[config.mk]
export PLATFORM = sky130hd
export DESIGN_NAME = video_timing_pattern_gen
export DESIGN_NICKNAME = d
export VERILOG_FILES = /design/src/rtl/video_timing_pattern_gen.sv
export SDC_FILE = /design/constraint.sdc
export NUM_CORES = 1
export LEC_CHECK = 0
export ABC_AREA = 0
export CORE_MARGIN = 4
export CORE_UTILIZATION = 51
export DETAILED_ROUTE_END_ITERATION = 10
export PLACE_DENSITY = 0.78
export SLEW_MARGIN = 20
export SYNTH_ARGS = -nofsm -noshare
export SYNTH_HDL_FRONTEND = slang
export SYNTH_SLANG_ARGS = --single-unit
[constraint.sdc]
create_clock -name clk -period 2.8 [get_ports clk]
set_input_delay 0.84 -clock clk [delete_from_list [all_inputs] [get_ports clk]]
set_output_delay 0.84 -clock clk [all_outputs]
set_load 0.005 [all_outputs]
[src/rtl/video_timing_pattern_gen.sv]
// video_timing_pattern_gen: VGA timing plus registered 8-bar colour pattern; define VTPG_SCROLL_EN for per-frame horizontal bar scroll
module video_timing_pattern_gen #(
    parameter int H_ACTIVE = 640,
    parameter int H_FP     = 16,
    parameter int H_SYNC   = 96,
    parameter int H_BP     = 48,
    parameter int V_ACTIVE = 480,
    parameter int V_FP     = 10,
    parameter int V_SYNC   = 2,
    parameter int V_BP     = 33,
    parameter bit SYNC_POL = 1'b0,
    parameter int BAR_W    = 80
) (
    input  logic        clk,
    input  logic        rst_n,
    input  logic        en,
    output logic        vid_hsync,
    output logic        vid_vsync,
    output logic        vid_hblank,
    output logic        vid_vblank,
    output logic        vid_active_video,
    output logic        vid_field,
    output logic [23:0] vid_data,
    output logic        frame_start
);
    localparam int H_TOTAL = H_ACTIVE + H_FP + H_SYNC + H_BP;
    localparam int V_TOTAL = V_ACTIVE + V_FP + V_SYNC + V_BP;
    localparam int HW = $clog2(H_TOTAL);
    localparam int VW = $clog2(V_TOTAL);
    localparam int PW = $clog2(BAR_W);
    localparam logic [HW-1:0] H_LAST = HW'(H_TOTAL - 1);
    localparam logic [HW-1:0] H_ACT  = HW'(H_ACTIVE);
    localparam logic [HW-1:0] HS_BEG = HW'(H_ACTIVE + H_FP);
    localparam logic [HW-1:0] HS_END = HW'(H_ACTIVE + H_FP + H_SYNC);
    localparam logic [VW-1:0] V_LAST = VW'(V_TOTAL - 1);
    localparam logic [VW-1:0] V_ACT  = VW'(V_ACTIVE);
    localparam logic [VW-1:0] VS_BEG = VW'(V_ACTIVE + V_FP);
    localparam logic [VW-1:0] VS_END = VW'(V_ACTIVE + V_FP + V_SYNC);
    localparam logic [PW-1:0] PX_LAST = PW'(BAR_W - 1);

    logic [HW-1:0] hcnt;
    logic [VW-1:0] vcnt;
    logic [PW-1:0] px, start_px;
    logic [2:0]    bi, start_bi;
    logic          h_last, v_last, hs_on, vs_on, hb, vb;

    assign h_last    = hcnt == H_LAST;
    assign v_last    = vcnt == V_LAST;
    assign hs_on     = hcnt >= HS_BEG && hcnt < HS_END;
    assign vs_on     = vcnt >= VS_BEG && vcnt < VS_END;
    assign hb        = hcnt >= H_ACT;
    assign vb        = vcnt >= V_ACT;
    assign vid_field = 1'b0;

`ifdef VTPG_SCROLL_EN
    logic [PW-1:0] off_px, off_px_n;
    logic [2:0]    off_bi, off_bi_n;
    logic          frame_wrap;
    assign frame_wrap = h_last && v_last;
    assign off_px_n   = off_px == PX_LAST ? '0 : off_px + 1'b1;
    assign off_bi_n   = off_bi + 3'(off_px == PX_LAST);
    // the first line of a new frame must already start at the advanced offset
    assign start_px   = frame_wrap ? off_px_n : off_px;
    assign start_bi   = frame_wrap ? off_bi_n : off_bi;
    always_ff @(posedge clk) begin
        if (!rst_n || !en) begin
            off_px <= '0;
            off_bi <= '0;
        end else if (frame_wrap) begin
            off_px <= off_px_n;
            off_bi <= off_bi_n;
        end
    end
`else
    assign start_px = '0;
    assign start_bi = '0;
`endif

    always_ff @(posedge clk) begin
        if (!rst_n || !en) begin
            hcnt             <= '0;
            vcnt             <= '0;
            px               <= '0;
            bi               <= '0;
            vid_hsync        <= ~SYNC_POL;
            vid_vsync        <= ~SYNC_POL;
            vid_hblank       <= 1'b1;
            vid_vblank       <= 1'b1;
            vid_active_video <= 1'b0;
            vid_data         <= '0;
            frame_start      <= 1'b0;
        end else begin
            hcnt             <= h_last ? '0 : hcnt + 1'b1;
            if (h_last)
                vcnt <= v_last ? '0 : vcnt + 1'b1;
            px               <= h_last ? start_px : (px == PX_LAST ? '0 : px + 1'b1);
            bi               <= h_last ? start_bi : bi + 3'(px == PX_LAST);
            vid_hsync        <= hs_on ? SYNC_POL : ~SYNC_POL;
            vid_vsync        <= vs_on ? SYNC_POL : ~SYNC_POL;
            vid_hblank       <= hb;
            vid_vblank       <= vb;
            vid_active_video <= !hb && !vb;
            // bar index bits map straight onto the R/G/B on-off pattern
            vid_data         <= (hb || vb) ? '0 : {{8{~bi[0]}}, {8{~bi[2]}}, {8{~bi[1]}}};
            frame_start      <= hcnt == '0 && vcnt == '0;
        end
    end
endmodule
# ---- After elaboration in Yosys (flattened, before gate mapping)
# Cells that the tools add are included.
dict set report op_classes {
  reduce_logical 15
  n_eq_ne 3
  n_bitwise 3
  order_cmp 6
  mux 3
  n_addsub 4
}
# cell count
set op_table {}
lappend op_table {{10-bit by 1-bit adder with 10-bit output (second input constant)} 2}
lappend op_table {{10-bit == test (second input constant)} 2}
lappend op_table {{10-bit greater-or-equal comparator (second input constant)} 2}
lappend op_table {{10-bit by 9-bit greater-or-equal comparator with 1-bit output (second input constant)} 2}
lappend op_table {{10-bit zero test} 2}
lappend op_table {{10-bit < comparator (second input constant)} 1}
lappend op_table {{10-bit by 9-bit < comparator with 1-bit output (second input constant)} 1}
lappend op_table {{10-bit two-way mux} 1}
lappend op_table {{7-bit by 1-bit adder with 7-bit output (second input constant)} 1}
lappend op_table {{7-bit == test (second input constant)} 1}
lappend op_table {{1-bit logical AND} 4}
lappend op_table {{1-bit zero test} 4}
lappend op_table {{2-bit OR reduction} 2}
lappend op_table {{3-bit by 1-bit adder with 3-bit output} 1}
lappend op_table {{1-bit inverter} 3}
lappend op_table {{3-bit OR reduction} 1}
lappend op_table {{1-bit logical OR} 2}
lappend op_table {{1-bit two-way mux} 2}
dict set report totals {
  input_bits 3
  register_bits 53
  wordCells 45
  output_inout_bits 31
}

# ---- Depth between registers and ports, before layout
dict set report depth {
  ltp_word 3
  depth_mapped 7
  depth_no_buf 7
}

# ---- Worst setup path before layout
# Ideal clock, no wire load.
dict set report synth_timing {
  path_kind {reg-to-reg}
  startpoint {register hcnt[0]}
  endpoint {register vcnt[8]}
  path_buffers 0
  arrival_time_ns 1.879
  stages_incl_launch_ff 6
  synth_period_minus_slack_ns 1.949
  path_slack_ns 0.851
  t_required_ns 2.730
  path_cell_list {dfxtp_1 ha_1 nand4_1 or4_4 or4_1 a21oi_1}
}
dict set report synth_via {
  elab_chain_len 1
}
# item line
set synth_lines {}
lappend synth_lines {{from (decl)} 41} ;# logic [HW-1:0] hcnt;
lappend synth_lines {{from (signal assigned)} 93} ;# hcnt <= h_last ? '0 : hcnt + 1'b1;
lappend synth_lines {{10-bit == test} 47} ;# assign h_last = hcnt == H_LAST;
lappend synth_lines {{to (signal assigned)} 95} ;# vcnt <= v_last ? '0 : vcnt + 1'b1;
lappend synth_lines {{to (decl)} 42} ;# logic [VW-1:0] vcnt;
# No other way between the ends.
# A chain may end at the register's enable or synchronous reset.

# ---- Worst setup path in the final report
dict set report layout_timing {
  startpoint {register hcnt[0]}
  endpoint {register vcnt[4]}
}
# Same word-level chain as after synthesis.

==> results.py <==
metrics = {
    "synth": {
        "syn_area_per_cell_um2": 9.00,
        "ys_top_cells_by_count": "39 x dfxtp_1, 30 x nor2_1, 22 x buf_4",
        "yosysTopAreaCellShare_pct": 41.9,
        "synth_edf_count": 0,
        "synth_cell_types": 36,
        "yosysMostFrequentCell": "dfxtp_1",
        "yosys_warnings": 0,
        "synth_seq_cells": 39,
        "syn_inst": 207,
        "synthArstFlopShare_pct": 0,
        "yosysSeqAreaShare_pct": 41.9,
        "yosys-top-cells-area": "dfxtp_1 42%, buf_4 8.9%, nor2_1 6.0%, xnor2_1 5.6%, ha_1 5.4%",
        "synth_ff_type": "dfxtp_1",
        "syn_nets": 218,
        "synth_area_mm2": 0.00186,
        "synth_top_area_cell": "dfxtp_1",
    },
    "power_and_ir_drop": {
        "p_switching_uw": 222,
        "p_clk_share_pct": 42.9,
        "p_leak_nw": 0.771,
        "seqPwrFrac_pct": 51.0,
        "p_int_uw": 895,
        "power.density_mw_per_mm2": 520,
        "ir_drop_mv": 0.288,
        "power_frac_comb_pct": 6.1,
        "switching_share_pct": 19.9,
        "p_total_mw": 1.12,
    },
    "clock_tree": {
        "ctsHoldBuffers": 0,
        "cts_sinks": 39,
        "cts_buffers": 5,
        "clock_latency_ns": 0.29,
        "path_clk_slew_ns": 0.07,
        "cts_setup_buffers": 0,
        "cts_resized": 0,
        "cts.htree.levels": 2,
        "clock_path_buffers": 2,
        "root_buffer": "clkbuf_8",
        "cts_tree": "built",
    },
    "placed_design": {
        "io_buffers": 32,
        "dp_hpwl_um": 2320,
        "pre_cts_slack_ns": 0.595,
        "place_congestion": 0.809,
    },
    "status": {
        "status": "finished clean",
    },
    "detailed_routing": {
        "antenna_left": 0,
        "drt-total-wl_um": 3120,
        "drc_errors": 0,
        "wl_per_cell_um": 11.8,
        "drt_iter0_markers": 104,
        "via_per_inst": 5.16,
        "vias": 1367,
        "drt_pre_antenna_iters": 4,
    },
    "critical_path": {
        "cp.required_ns": 2.98,
        "crit_arrival_ns": 2.31,
        "worstPathCellList": "ha_1, nand4_1, nor3_1, a31o_2, nor2_1",
        "max_stage_delay_ns": 0.64,
        "cp_num_buf_inv": 0,
        "path_depth": 5,
        "critPathMaxFanout": 10,
        "end_kind": "register",
        "reg2regPathDepth": 5,
        "slowest_stage": "nor3_1",
        "path_class": "reg2reg",
        "critical-path-top-delay-family": "simple AND/OR/NAND/NOR gates",
        "critPathLaunchType": "register",
    },
    "sta": {
        "slew_headroom_pct": 56.5,
        "setup_tns_ns": 0,
        "skew_ns": 0.00519,
        "report.final.slew_viol_count": 0,
        "period_share_pct": 76.1,
        "rsz0062_at_grt": "false",
        "fin_ws_ns": 0.669,
        "fin_crit_ns": 2.13,
        "hold_viol_final": 0,
        "max_freq_ghz": 0.469,
        "timing.hold.ws_ns": 0.422,
        "tightest_slew_ns": 0.647,
        "setup_violations": 0,
    },
    "floorplan": {
        "dieArea_mm2": 0.00468,
        "core_mm2": 0.00344,
        "die_w_um": 68.4,
        "rows": 21,
        "top_level_ports": 34,
        "dieHeight_um": 68.4,
        "initial_utilization_pct": 54.1,
    },
    "grt": {
        "grt_pass1_vias": 1199,
        "top_usage_layer": "met2",
        "met3_usage_pct": 5.09,
        "antenna_found_initial": 0,
        "use_met2_pct": 23.2,
        "grt_max_degree": 13,
        "grt_remaining_overflow": 0,
        "grt_first_pass_wirelength_um": 5220,
        "use_met1_pct": 18.6,
        "grt_use_total_pct": 14.9,
    },
    "min_path": {
        "hold_class": "reg2reg",
        "hold_depth": 1,
    },
    "layout": {
        "area_growth_pct": 15.3,
        "drive_gt1_share_pct": 7.76,
        "nets": 229,
        "antenna_cells": 0,
        "final_util_pct": 62.4,
    },
    "run": {
        "drv_cap": 0,
    },
}
## state kept, by name, summed over array words and instances, names as in the netlist
| signal | flops |
|---|---|
| px | 7 |
| vid_data | 3 |
| hcnt | 10 |
| vid_hsync | 1 |
| vid_active_video | 1 |
| frame_start | 1 |
| vid_vsync | 1 |
| vid_vblank | 1 |
| vid_hblank | 1 |
| vcnt | 10 |
| bi | 3 |
## final timing paths
path,startpoint,end,slack (ns)
worst min register to register,bi[0],vid_data[16],0.42
worst min-delay path,bi[0],vid_data[16],0.42
worst max register to register,hcnt[0],vcnt[4],0.67
worst max-delay path,hcnt[0],vcnt[4],0.67
## layout make-up
class,instances,area [µm²]
multi-input cells,131,838
fillers,288,1290
repair buffers,32,320
flip-flops and latches,39,781
well taps,46,57.6
inverters,9,33.8
clock buffers,6,82.6
clock inverters,2,35.0
## worst reg2reg max path, cell delays in order (launching register included)
cell and delay [ns]:
dfxtp_1 0.39, ha_1 0.24, nand4_1 0.29, nor3_1 0.64, a31o_2 0.40, nor2_1 0.08
## cells by family after synthesis
family / after synthesis / synth area share [%]
AOI/OAI and AO/OA: 13 / 4.43
xor gates and xnor gates: 19 / 8.93
adders and majority gates: 8 / 5.37
buffers and inverters: 37 / 13.1
DFF: 39 / 41.9
muxes: 1 / 0.537
other: 1 / 0.201
and+or+nand+nor: 89 / 25.5
## placed cells by master, fill, tap and decap left out, drive strengths merged, types with 2 or more instances in the layout
master,count
a21oi,4
and2,4
clkbuf,6
clkdlybuf4s50,32
dfxtp,39
ha,8
inv,9
nand2,9
nand2b,2
nand3,10
nand4,8
nor2,30
nor3,5
nor4,5
o21ai,5
o31ai,2
or3,4
or4,4
or4b,2
xnor2,12
xor2,7
## metal layers
layer / up-vias / wire [µm]
met5: - / 0
met4: 0 / 51
met3: 5 / 261
met2: 43 / 1380
met1: 619 / 1430
li1: 700 / -
## power by group through the flow
stage	registers (mW)	logic (mW)	clock network, mW
floorplan	0.583	0.0433	0
global placement	0.582	0.0688	0
detailed placement	0.583	0.0692	0
CTS	0.570	0.0695	0.488
global route	0.571	0.0757	0.516
finish	0.570	0.0683	0.478
## metrics by stage
step,std cells,area (µm²)
after global placement,257,2030
after CTS,265,2150
after global routing,265,2150
final,265,2150
after floorplan,207,1860
after detailed placement,257,2030
Power figures use the tool's default switching activity.
